===== config.mk =====
export PLATFORM = sky130hd
export DESIGN_NAME = pc_sequencer_flat
export DESIGN_NICKNAME = d
export VERILOG_FILES = /design/src/rtl/pc_sequencer_if.sv /design/src/rtl/pc_sequencer.sv /design/src/flat_wrapper.sv
export SDC_FILE = /design/constraint.sdc
export NUM_CORES = 1
export LEC_CHECK = 0
export ABC_AREA = 1
export BUFFER_PORTS_ARGS = -buffer_cell sky130_fd_sc_hd__buf_2
export CAP_MARGIN = 20
export CORE_AREA = 2 2 100 102
export CTS_BUF_LIST = sky130_fd_sc_hd__clkbuf_8 sky130_fd_sc_hd__clkbuf_16
export CTS_CLUSTER_SIZE = 30
export DETAILED_ROUTE_END_ITERATION = 8
export DIE_AREA = 0 0 102 104
export GPL_ROUTABILITY_DRIVEN = 0
export PLACE_DENSITY = 0.75
export SLEW_MARGIN = 40
export SYNTH_ARGS = -nofsm -noshare
export SYNTH_HDL_FRONTEND = slang
export SYNTH_SLANG_ARGS = --single-unit

===== constraint.sdc =====
create_clock -name clk -period 1.72 [get_ports clk]
set_input_delay 0.086 -clock clk [delete_from_list [all_inputs] [get_ports clk]]
set_output_delay 0.086 -clock clk [all_outputs]
set_load 0.01 [all_outputs]

===== src/rtl/pc_sequencer_if.sv =====
// Fetch-side bundle between the PC sequencer and the rest of the pipeline.
// The master modport is the sequencer; the slave modport is the pipeline/bench side.
interface pc_sequencer_if;
  logic        stall_i;
  logic        imem_ready_i;
  logic        ex_valid_i;
  logic        take_branch_i;
  logic [31:0] branch_target_i;
  logic        halt_i;
  logic [31:0] pc_o;
  logic        pc_valid_o;
  logic        flush_if_id_o;
  logic        flush_id_ex_o;
  logic        misalign_o;
  logic [31:0] redirect_cnt_o;
  logic [1:0]  state_o;

  modport master (
    input  stall_i, imem_ready_i, ex_valid_i, take_branch_i, branch_target_i, halt_i,
    output pc_o, pc_valid_o, flush_if_id_o, flush_id_ex_o, misalign_o,
           redirect_cnt_o, state_o
  );

  modport slave (
    output stall_i, imem_ready_i, ex_valid_i, take_branch_i, branch_target_i, halt_i,
    input  pc_o, pc_valid_o, flush_if_id_o, flush_id_ex_o, misalign_o,
           redirect_cnt_o, state_o
  );
endinterface


===== src/rtl/pc_sequencer.sv =====
// Fetch PC register with boot, redirect-bubble and halt sequencing, plus a
// saturating count of accepted redirects.
module pc_sequencer #(
  parameter logic [31:0] RESET_VECTOR = 32'h0000_0000
) (
  input  logic            clk,
  input  logic            rst_n,
  pc_sequencer_if.master  bus
);

  typedef enum logic [1:0] {
    ST_BOOT     = 2'd0,
    ST_RUN      = 2'd1,
    ST_REDIRECT = 2'd2,
    ST_HALTED   = 2'd3
  } state_e;

  if (RESET_VECTOR[1:0] != 2'b00) begin : g_bad_reset_vector
    $error("pc_sequencer: RESET_VECTOR must be 4-byte aligned");
  end

  state_e      state_q, state_d;
  logic [31:0] pc_q, pc_d;
  logic [31:0] redirect_cnt_q, redirect_cnt_d;
  logic        misalign_q, misalign_d;

  logic        in_run;
  logic        redir;
  logic        fire;
  logic        tgt_bit0_unused;

  // Bit 0 of the target is dropped with bit 1; only bit 1 is reported as misalignment.
  assign tgt_bit0_unused = bus.branch_target_i[0];

  always_comb begin
    in_run = (state_q == ST_RUN);
    redir  = in_run && bus.ex_valid_i && bus.take_branch_i && !bus.halt_i;
    fire   = in_run && bus.imem_ready_i && !bus.stall_i && !redir && !bus.halt_i;
  end

  always_comb begin
    state_d        = state_q;
    pc_d           = pc_q;
    redirect_cnt_d = redirect_cnt_q;
    misalign_d     = 1'b0;

    case (state_q)
      ST_BOOT: begin
        state_d = ST_RUN;
      end
      ST_RUN: begin
        if (bus.halt_i) begin
          state_d = ST_HALTED;
        end else if (redir) begin
          pc_d           = {bus.branch_target_i[31:2], 2'b00};
          misalign_d     = bus.branch_target_i[1];
          redirect_cnt_d = (redirect_cnt_q == '1) ? redirect_cnt_q : redirect_cnt_q + 32'd1;
          state_d        = ST_REDIRECT;
        end else if (fire) begin
          pc_d = pc_q + 32'd4;
        end
      end
      ST_REDIRECT: begin
        state_d = ST_RUN;
      end
      ST_HALTED: begin
        state_d = ST_HALTED;
      end
    endcase
  end

  always_ff @(posedge clk or negedge rst_n) begin
    if (!rst_n) begin
      state_q        <= ST_BOOT;
      pc_q           <= RESET_VECTOR;
      redirect_cnt_q <= '0;
      misalign_q     <= 1'b0;
    end else begin
      state_q        <= state_d;
      pc_q           <= pc_d;
      redirect_cnt_q <= redirect_cnt_d;
      misalign_q     <= misalign_d;
    end
  end

  assign bus.pc_o           = pc_q;
  assign bus.pc_valid_o     = in_run;
  assign bus.flush_if_id_o  = redir;
  assign bus.flush_id_ex_o  = redir;
  assign bus.misalign_o     = misalign_q;
  assign bus.redirect_cnt_o = redirect_cnt_q;
  assign bus.state_o        = state_q;

endmodule


===== src/flat_wrapper.sv =====
// flat-port wrapper written by rule: the top's interface ports become plain ports
module pc_sequencer_flat 
#(
  parameter logic [31:0] RESET_VECTOR = 32'h0000_0000
)
  (clk, rst_n, bus_stall_i, bus_imem_ready_i, bus_ex_valid_i, bus_take_branch_i, bus_branch_target_i, bus_halt_i, bus_pc_o, bus_pc_valid_o, bus_flush_if_id_o, bus_flush_id_ex_o, bus_misalign_o, bus_redirect_cnt_o, bus_state_o);
  pc_sequencer_if bus_i ();
  input  logic clk;
  input  logic rst_n;
  input wire logic [$bits(bus_i.stall_i)-1:0] bus_stall_i;
  input wire logic [$bits(bus_i.imem_ready_i)-1:0] bus_imem_ready_i;
  input wire logic [$bits(bus_i.ex_valid_i)-1:0] bus_ex_valid_i;
  input wire logic [$bits(bus_i.take_branch_i)-1:0] bus_take_branch_i;
  input wire logic [$bits(bus_i.branch_target_i)-1:0] bus_branch_target_i;
  input wire logic [$bits(bus_i.halt_i)-1:0] bus_halt_i;
  output wire logic [$bits(bus_i.pc_o)-1:0] bus_pc_o;
  output wire logic [$bits(bus_i.pc_valid_o)-1:0] bus_pc_valid_o;
  output wire logic [$bits(bus_i.flush_if_id_o)-1:0] bus_flush_if_id_o;
  output wire logic [$bits(bus_i.flush_id_ex_o)-1:0] bus_flush_id_ex_o;
  output wire logic [$bits(bus_i.misalign_o)-1:0] bus_misalign_o;
  output wire logic [$bits(bus_i.redirect_cnt_o)-1:0] bus_redirect_cnt_o;
  output wire logic [$bits(bus_i.state_o)-1:0] bus_state_o;
  assign bus_i.stall_i = bus_stall_i;
  assign bus_i.imem_ready_i = bus_imem_ready_i;
  assign bus_i.ex_valid_i = bus_ex_valid_i;
  assign bus_i.take_branch_i = bus_take_branch_i;
  assign bus_i.branch_target_i = bus_branch_target_i;
  assign bus_i.halt_i = bus_halt_i;
  assign bus_pc_o = bus_i.pc_o;
  assign bus_pc_valid_o = bus_i.pc_valid_o;
  assign bus_flush_if_id_o = bus_i.flush_if_id_o;
  assign bus_flush_id_ex_o = bus_i.flush_id_ex_o;
  assign bus_misalign_o = bus_i.misalign_o;
  assign bus_redirect_cnt_o = bus_i.redirect_cnt_o;
  assign bus_state_o = bus_i.state_o;
  pc_sequencer #(.RESET_VECTOR(RESET_VECTOR)) u_core (.clk(clk), .rst_n(rst_n), .bus(bus_i));
endmodule

== After elaboration in Yosys (flattened, before gate mapping) ==
Cells that the tools add are included.
Cells by class
  bitwise operators: 2
  mux-type cells: 8
  reductions and logical operators: 15
  equality and inequality tests: 5
  $add $sub $neg: 2
Operator list (number)
  $mux 32: 2
  $add 32x1->32 const B: 1
  $add 32x3->32 const B: 1
  $eq 32x32->1 const B: 1
  $logic_and 1x1->1: 7
  $pmux 2 s3: 1
  $eq 2x2->1 const B: 2
  $mux 2: 2
  $reduce_and 4->1: 1
  $logic_not 1->1: 3
  $mux 1: 3
  $ne 3x2->1 const B: 1
  $reduce_and 3->1: 1
  $eq 2x1->1 const B: 1
  $logic_not 2->1: 1
  $not 1->1: 2
  $reduce_bool 2->1: 1
  $reduce_or 2->1: 1
Storage, ports and cells
  word-level logic and storage cells: 36
  output and inout bits: 70
  input port bits: 39
  flip-flop bits (word level): 67

== Depth between registers and ports, before layout ==
Gate-level depths: netlist of run 1.
  depth in word-level cells: 9
  mapped depth: 11
  depth with buffers taken out: 10

== Worst setup path after synthesis of run 1 ==
No wires, ideal clock.
  path type: register -> register
  start: register u_core.redirect_cnt_q[0], in the netlist u_core.bus.redirect_cnt_o[0]
  end: register u_core.redirect_cnt_q[11], in the netlist u_core.bus.redirect_cnt_o[11]
  arrival time: 1617 ps
  setup time: 116 ps
  period minus slack after synthesis: 1733 ps
  buffers on the path: 1
  path slack: -13 ps
  required time: 1604 ps
  cell stages (with the launch flop): 12
  cells stage by stage: dfrtp_1 -> ha_1 -> inv_2 -> nor2_4 -> nand2_4 -> nor2_8 -> nand3_4 -> nand2_8 -> inv_4 -> buf_6 -> nand2_1 -> nand2_1
Between the ends
  longest elaborated chain between the ends: 3
  elaborated cells on any way between the ends: 4
  classes of those cells: 1 x add/sub; 1 x eq/ne; 1 x bitwise; 1 x reduce/logical
Ends and longest elaborated chain
  from (decl): line pc_sequencer.sv:24  | logic [31:0] redirect_cnt_q, redirect_cnt_d;
  from (signal assigned): line pc_sequencer.sv:81  | redirect_cnt_q <= redirect_cnt_d;
  branches (longest 3 deep; another with $add 32x1->32)
Several ways; the timed one is not identified.
A chain may end at the register's enable or synchronous reset.

== Worst setup path after layout of run 1 ==
  start: register u_core.pc_q[7], in the netlist u_core.bus.pc_o[7]
  end: register u_core.pc_q[27], in the netlist u_core.bus.pc_o[27]
Between the ends
  longest elaborated chain between the ends: 3
Ends and longest elaborated chain
  from (decl): line pc_sequencer.sv:23  | logic [31:0] pc_q, pc_d;
  from (signal assigned): line pc_sequencer.sv:80  | pc_q <= pc_d;
  $add 32x3->32: line pc_sequencer.sv:60  | pc_d = pc_q + 32'd4;
  $mux 32: line pc_sequencer.sv:59  | end else if (fire) begin
  $mux 32: line pc_sequencer.sv:54  | end else if (redir) begin
Every way passes these cells. The select of a mux whose other input is x is not followed.

==> results of run 1 <==
-- metal layers --
layer / wire (µm) / global-route usage, % / up-vias / part of all wire, %
li1: - / - / 2519 / -
met1: 5410 / 32.3 / 2264 / 42
met2: 6270 / 42.1 / 173 / 48
met3: 833 / 5.38 / 33 / 6.4
met4: 414 / 10.4 / 0 / 3.2
met5: 0 / 0 / - / 0
-- tightest hold or removal path, cell delays in order --
cell and delay (ns):
buf_2 0.07, o21ai_0 0.08, o22ai_1 0.10
-- final cells by class --
| type | count | area [µm²] | share of cell area, % |
|---|---|---|---|
| Sequential cell | 65 | 1640 | 27.9 |
| Clock inverter | 7 | 95.1 | 1.62 |
| Clock buffer | 9 | 124 | 2.11 |
| Inverter | 46 | 178 | 3.03 |
| Multi-Input combinational cell | 588 | 2680 | 45.7 |
| Timing Repair Buffer | 157 | 985 | 16.8 |
| Tap cell | 133 | 166 | 2.84 |
-- synthesized netlist by cell type (2+ instances only) --
master    instances
a21oi_1           5
and2_1            3
buf_4             4
buf_6             5
clkbuf_1          8
dfrtp_1          65
ha_1              2
inv_1            44
nand2_1         323
nand2_2           2
nand3_1          39
nand3b_1         13
nand4_1           4
nor2_1          120
nor2_2            5
nor2_4            3
o211ai_1          3
o21ai_0          29
o21bai_1          2
or2_2             5
xnor2_1          10
xor2_1           12
-- sequential cells by signal (all words and copies together) (netlist names) --
name / count
u_core.bus.misalign_o: 1
u_core.bus.pc_o: 30
u_core.bus.redirect_cnt_o: 32
u_core.bus.state_o: 2
-- how the worst max path moves through the flow --
| stage | from | to | slack, ns | cells past startpoint |
|---|---|---|---|---|
| floorplan | u_core.bus.redirect_cnt_o[0] | u_core.bus.redirect_cnt_o[11] | 0.01 | 11 |
| global placement | u_core.bus.pc_o[3] | u_core.bus.pc_o[26] | 0.1 | 10 |
| detailed placement | u_core.bus.pc_o[3] | u_core.bus.pc_o[22] | 0.06 | 10 |
| CTS | u_core.bus.pc_o[3] | u_core.bus.pc_o[22] | 0.003 | 10 |
| global route | u_core.bus.pc_o[3] | u_core.bus.pc_o[24] | -0.04 | 10 |
| finish | u_core.bus.pc_o[7] | u_core.bus.pc_o[27] | 0.08 | 10 |
-- kinds of logic (layout without fill, tap and decap cells) --
group,Yosys count,in the layout,share of synthesized area [%]
buffers and inverters,64,219,6.53
adders and majority gates,2,2,0.551
and+or+nand+nor,522,522,48.1
other,1,2,0.0826
AOI/OAI and AO/OA,40,40,4.71
DFF,65,65,35.8
xor gates and xnor gates,22,22,4.24
-- through the flow --
| stage | hold slack, ns | TNS, ns | utilization (%) |
|---|---|---|---|
| finish | 0.0258 | 0 | 61.4 |
| global route | 0.0471 | -0.153 | 61.4 |
| CTS | 0.000886 | 0 | 60.1 |
| detailed placement | 0.142 | 0 | 57.2 |
| global placement | 0.131 | 0 | 57.2 |
| floorplan | -0.210 | 0 | - |
-- where the power goes --
group	internal [W]	switching (W)	total [W]
registers	0.00153	0	0.00153
logic	0.0000511	0.0000610	0.000112
clock network	0.000815	0.000641	0.00146
-- repair_timing --
item,CTS,global route
endpoints found under the setup margin,1,48
hold endpoints to repair,24,0
gates resized for setup,0,32
hold buffers,5,0
pin swaps,1,4
buffers inserted,1,5
==> impl_results.md, run 1 <==
* Initial drt markers at ~250
* TritonCTS Buffers at 9
* Fill cells at 910
* Mapped Cells at just over 700
* Core Area at about 9500 µm²
* Min-Delay Endpoint: u_core.bus.pc_o[5]
* H-tree Lvls at 3
* Yosys warns at 0
* Initial antenna violation count at 0
* Final period utilization at between 90 and 100%
* Post-DR wirelength/cell at roughly 13 µm
* Yosys top cell by area: dfrtp_1
* Yosys reg bits at 65
* Required time of the critical path at roughly 2 ns
* Most frequent cells in the layout: nand2_1, nor2_1, buf_2, dfrtp_1, inv_1
* Vias at 4,989
* Buffers and inverters on the worst path at 1
* Placed cells at around 980
* Die Ht at ~100 µm
* Leading cell type in the layout, fill and taps excluded: nand2_1
* Non-Filler Cell Area, Final at 5860 µm²
* Mapped Area at ~4500 µm²
* WP data arrival at 1.88 ns
* Ant. Diodes at 0
* PortBufs at around 110
* Critical R2R Capture: u_core.bus.pc_o[27]
* Final min period at roughly 1.6 ns
* Async S/R FF share, synth at 100%
* Crit path largest cell delay at ~0.42 ns
* Post-synthesis sequential area ratio at about 36%
* Largest net degree at the start of global routing at 43
* Initial core utilization at 47.5%
* Crit-path max FO at 6
* Final Max Tran Viols at 0
* First-pass GRT wire length at between 20 and 25 mm
* Crit path max-delay family: simple AND/OR/NAND/NOR gates
* RSZ-0062 raised after global routing: yes
* Top cell type's share of synthesized area at 35.8%
* Max Cap Violations at 0
* P per Cell Area at 528 nW/µm²
* Worst min path class: input pin to register
* Leak at 3.06 nW
* Max frequency at approximately 610 MHz
* Worst Setup End Kind: register
* Distinct cells, synth at 32
* Hold Vio Cnt, Final at 0
* RR Startpoint: u_core.bus.pc_o[7]
* Mean post-synth cell area at around 6.3 µm²
* R2R cell count at 10
* Std-Cell Rows at 36
* CP most frequent cell: nand2_1
* WL final at between 10 and 15 mm
* Clock skew at around 0.013 ns
* Crit path launch type: register
* Non-filler cells, final at 1,005
* Clock Latency Late Sink at ~0.36 ns
* Die width at just over 100 µm
* Worst hold path stage count at 3
* DP Worst Slack at roughly 0.056 ns
* Slew HR at approximately 58%
* Total gr overflow at 0
* # nets final at between 900 and 1,000
* Final setup fails at 0
* CP Cell Sequence: nand2_1 > nor2_1 > nand2_2 > buf_4 > nor2_1 > nand2_1 > nand2_1 > nand3_1 > nand2_1 > nand2_1
* Vias in the first global route at approximately 4,800
* Router iterations before antenna repair at 5
* Worst Max-Slew Pin Slew at 0.632 ns
* Cell chosen for the clock root: clkbuf_8
* Post-route ant nets at 0
* Overall Power at between 0.003 and 0.004 W
* Remaining DRCs at 0
* Max Root-Sink Buffers at 2
* Dpl hpwl at around 9.5 mm
* Critical hold path startpoint: bus_branch_target_i[5]
* Critical path class: register to register
* Area growth syn-to-layout at 29.1%
* Die ar. at 10,600 µm²
* I/O pin cnt at 109
* Top FF cell, synth: dfrtp_1
* Cell Area, Placed at ~5500 µm²
* Number of flops mapped to enable cells by yosys at 0
* Status: finished clean
* Via-to-Cell Ratio at ~5.0
* Share of cells above drive strength 1 at 24.3%
* Final worst slack at 0.0840 ns
* Ranking of synthesized cells by area: dfrtp_1, nand2_1, nor2_1
* Total GRT Usage at between 20% and 30%
* Clock transition at path regs at about 0.08 ns
* Critical-path top delay cell: dfrtp_2
* TritonCTS Sinks at between 60 and 70
* R2r setup slk at ~0.084 ns
* Peak VDD IR at between 0.3 and 0.4 mV
* CTS tree: yes
Note: power is estimated with default switching activity, not from simulation.
==> run 2, diff against run 1 <==
Settings changed: ABC_AREA 1 to default, CORE_AREA 2 2 100 102 to 2 2 91 93, DIE_AREA 0 0 102 104 to 0 0 93 95.
==> run 2 against run 1 <==
Against the previous run:
- the flow now finishes with violations (setup timing)
- sequential cell count is the same
- critical path type unchanged
- register-to-register slack lost 0.50 ns
- via count shrank 16%
- total power grew 3.6%
- final cell count shrank 30%
- routed wire length shrank 2.2%
- final area shrank 5.3%
- worst hold slack is essentially flat
- largest cell class unchanged
- die area shrank 17%
- largest power group unchanged
- maximum frequency shrank 24%
- critical path depth shrank 5
==> impl_results.md, run 2 <==
* Total gr overflow at 0 (unchanged)
* Most instantiated cells after synthesis: dfrtp_1, nand2_1, a21oi_1
* Post-DR wirelength/cell at 17.9 µm (+39%)
* Status: finished, violations left
* Remaining DRCs at 0 (unchanged)
* Async S/R FF share, synth at 100% (unchanged)
* Yosys top cell by area: dfrtp_1
* Worst hold path stage count at 3 (unchanged)
* Min-Delay Endpoint: u_core.bus.pc_o[30]
* Met1 Track Usage GR at 35.8% (+3.6 points)
* Most frequent cells in the layout: buf_2, buf_4, dfrtp_1, nand2_1, a21oi_1
* Setup TNS at -7.28 ns (-7.28 ns)
* Largest net degree at the start of global routing at 66 (+53%)
* Max frequency at 467 MHz (-24%)
* Worst Setup End Kind: register
* H-tree Lvls at 3 (unchanged)
* Met2 Resource Use GR at 47.2% (+5.2 points)
* Crit-path max FO at 5 (-1)
* TritonCTS Sinks at 65 (unchanged)
* Overall Power at 0.00321 W (+3.6%)
* Placed cells at 670 (-31%)
* R2R cell count at 5 (-5)
* CTS tree: yes
* Yosys reg bits at 65 (unchanged)
* # nets final at 636 (-30%)
* First-pass GRT wire length at 19.1 mm (-12%)
* Fin Hold WS at 0.0256 ns (-0.000219 ns)
* Die width at 93 µm (-8.8%)
* Peak VDD IR at 0.392 mV (+7.9%)
* Core Area at 7930 µm² (-17%)
* Required time of the critical path at 2.00 ns (+0.03 ns)
* Clock transition at path regs at 0.09 ns (about the same)
* Critical path class: register to register
* Final min period at 2.14 ns (+0.503 ns)
* Worst min path class: input pin to register
* Max Cap Violations at 0 (unchanged)
* Failing checks: setup timing
* Leading cell type in the layout, fill and taps excluded: buf_2
* I/O pin cnt at 109 (unchanged)
* Ranking of synthesized cells by area: dfrtp_1, xnor2_1, nand2_1
* Hold Vio Cnt, Final at 0 (unchanged)
* Crit path largest cell delay at 0.56 ns (+0.14 ns)
* Std-Cell Rows at 33 (-8.3%)
* Mapped Cells at 400 (-44%)
* Most used routing layer: met2
* Die ar. at 8840 µm² (-17%)
* Cell Area, Placed at 4850 µm² (-11%)
* Vias in the first global route at 3,978 (-17%)
* Final worst slack at -0.419 ns (-0.503 ns)
* Clock Latency Late Sink at 0.36 ns (about the same)
* Multi-input gate area at 2190 µm² (-18%)
* Critical-path top delay cell: or4_4
* Mean post-synth cell area at 8.95 µm² (+41%)
* Router iterations before antenna repair at 5 (unchanged)
* Via-to-Cell Ratio at 5.91 (+19%)
* Fill cells at 608 (-33%)
* WL final at 12.6 mm (-2.2%)
* Post-synthesis sequential area ratio at 45.4% (+9.6 points)
* Initial antenna violation count at 0 (unchanged)
* Critical R2R Capture: u_core.bus.redirect_cnt_o[28]
* RSZ-0062 raised after global routing: yes
* Max Root-Sink Buffers at 2 (unchanged)
* Cell chosen for the clock root: clkbuf_8
* Non-Filler Cell Area, Final at 5550 µm² (-5.3%)
* Yosys warns at 0 (unchanged)
* R2r setup slk at -0.42 ns (-0.50 ns)
* Initial drt markers at 434 (+72%)
* Top-count cell post-synth: dfrtp_1
* Distinct cells, synth at 49 (+53%)
* Critical hold path startpoint: bus_branch_target_i[30]
* Leak at 2.67 nW (-13%)
* WP data arrival at 2.42 ns (+0.54 ns)
* Initial core utilization at 45.2% (-2.4 points)
* Die Ht at 95 µm (-8.7%)
* Ant. Diodes at 0 (unchanged)
* CP Cell Sequence: or3b_4 > or4_4 > or4_4 > nor2_4 > xor2_1
* TritonCTS Buffers at 9 (unchanged)
* Total GRT Usage at 27.3% (+1.7 points)
* CP most frequent cell: or4_4
* Mapped Area at 3580 µm² (-21%)
* P per Cell Area at 578 nW/µm² (+9.4%)
* Number of flops mapped to enable cells by yosys at 0 (unchanged)
* Clock skew at 0.0140 ns (+0.00125 ns)
* PortBufs at 105 (unchanged)
* Final period utilization at 124% (+29 points)
* Top FF cell, synth: dfrtp_1
* Post-route ant nets at 0 (unchanged)
* Vias at 4,170 (-16%)
* RR Startpoint: u_core.bus.state_o[1]
* Final setup fails at 32 (+32)
* Grt met3 use at 3.75% (-1.6 points)
* Dpl hpwl at 8.29 mm (-13%)
* Final Max Tran Viols at 0 (unchanged)
* Max FFs per register at 32 (unchanged)
* Crit path launch type: register
* Top cell type's share of synthesized area at 45.4% (+9.6 points)
* Non-filler cells, final at 705 (-30%)
* Register area at 1630 µm² (-0.38%)
* Share of cells above drive strength 1 at 45.8% (+22 points)
* Area growth syn-to-layout at 55.0%
[run 2: cell types whose count changed after synthesis, moves of 13 or more]
| cell | previous run | this run |
|---|---|---|
| inv_1 | 44 | 8 |
| nand2_1 | 323 | 46 |
| nand4_1 | 4 | 22 |
| nand3_1 | 39 | 24 |
| nor2_1 | 120 | 22 |
| and3_1 | 0 | 13 |
| a21oi_1 | 5 | 30 |
| nor3_1 | 1 | 17 |
[run 2: routing by layer]
layer / share of wire, % / up-vias
met1: 40 / 2038
li1: - / 1872
met3: 7.6 / 28
met2: 51 / 232
met4: 1.7 / 0
met5: 0 / -
[run 2: timing repair]
action	in CTS	in global routing
setup endpoints to repair	41	53
pin swaps	4	24
cloned	0	1
hold buffers	5	0
gates resized for setup	24	49
buffers inserted	7	8
endpoints found under the hold margin	69	0
[run 2: report_power, final]
group / total, W / switching [W] / internal (W) / leakage [nW]
Clock: 0.00125 / 0.000702 / 0.000547 / 0.0884
Combinational: 0.000343 / 0.000190 / 0.000153 / 1.72
Sequential: 0.00161 / 0.0000453 / 0.00157 / 0.863
Total: 0.00321 / 0.000937 / 0.00227 / 2.67
[run 2: critical path, delay by kind of cell, from the launching register on]
family	cells	cell delay [ns]
and+or+nand+nor	4	1.53
DFF	1	0.39
xor gates and xnor gates	1	0.15
[run 2: worst max path at each step]
stage	start	endpoint	slack, ns	cells past startpoint
finish	u_core.bus.state_o[1]	u_core.bus.redirect_cnt_o[28]	-0.42	5
global route	u_core.bus.state_o[1]	u_core.bus.redirect_cnt_o[28]	-0.45	5
CTS	u_core.bus.state_o[1]	u_core.bus.redirect_cnt_o[28]	-0.40	5
detailed placement	u_core.bus.state_o[1]	u_core.bus.redirect_cnt_o[30]	-0.42	6
global placement	u_core.bus.state_o[1]	u_core.bus.redirect_cnt_o[28]	-0.33	5
floorplan	u_core.bus.state_o[1]	u_core.bus.redirect_cnt_o[28]	-0.37	5
[run 2: cell families (layout without fill, tap and decap cells)]
logic type | count (synthesis) | after routing | share of synthesized area [%]
buffers and inverters | 29 | 228 | 3.35
AND/OR/NAND/NOR | 179 | 179 | 26.4
XOR/XNOR | 30 | 30 | 7.34
AO/OA/AOI/OAI | 94 | 94 | 16.7
flip-flops | 65 | 65 | 45.4
other | 1 | 2 | 0.105
adder cells (fa/ha/maj) | 2 | 2 | 0.699
[run 2: layout make-up]
type	instances	share of cell area, %
timing repair buffer	204	24.9
sequential	65	29.4
clock buffer	9	2.23
inverter	8	0.586
multi-input combinational	307	39.5
tap	105	2.37
clock inverter	7	1.10
[run 2: metrics by stage]
step	setup WS (ns)	util [%]
6_report	-0.419	70.0
5_1_grt	-0.451	70.0
4_1_cts	-0.397	66.3
3_5_place_dp	-0.422	61.2
3_3_place_gp	-0.332	61.2
2_1_floorplan	-0.372	-
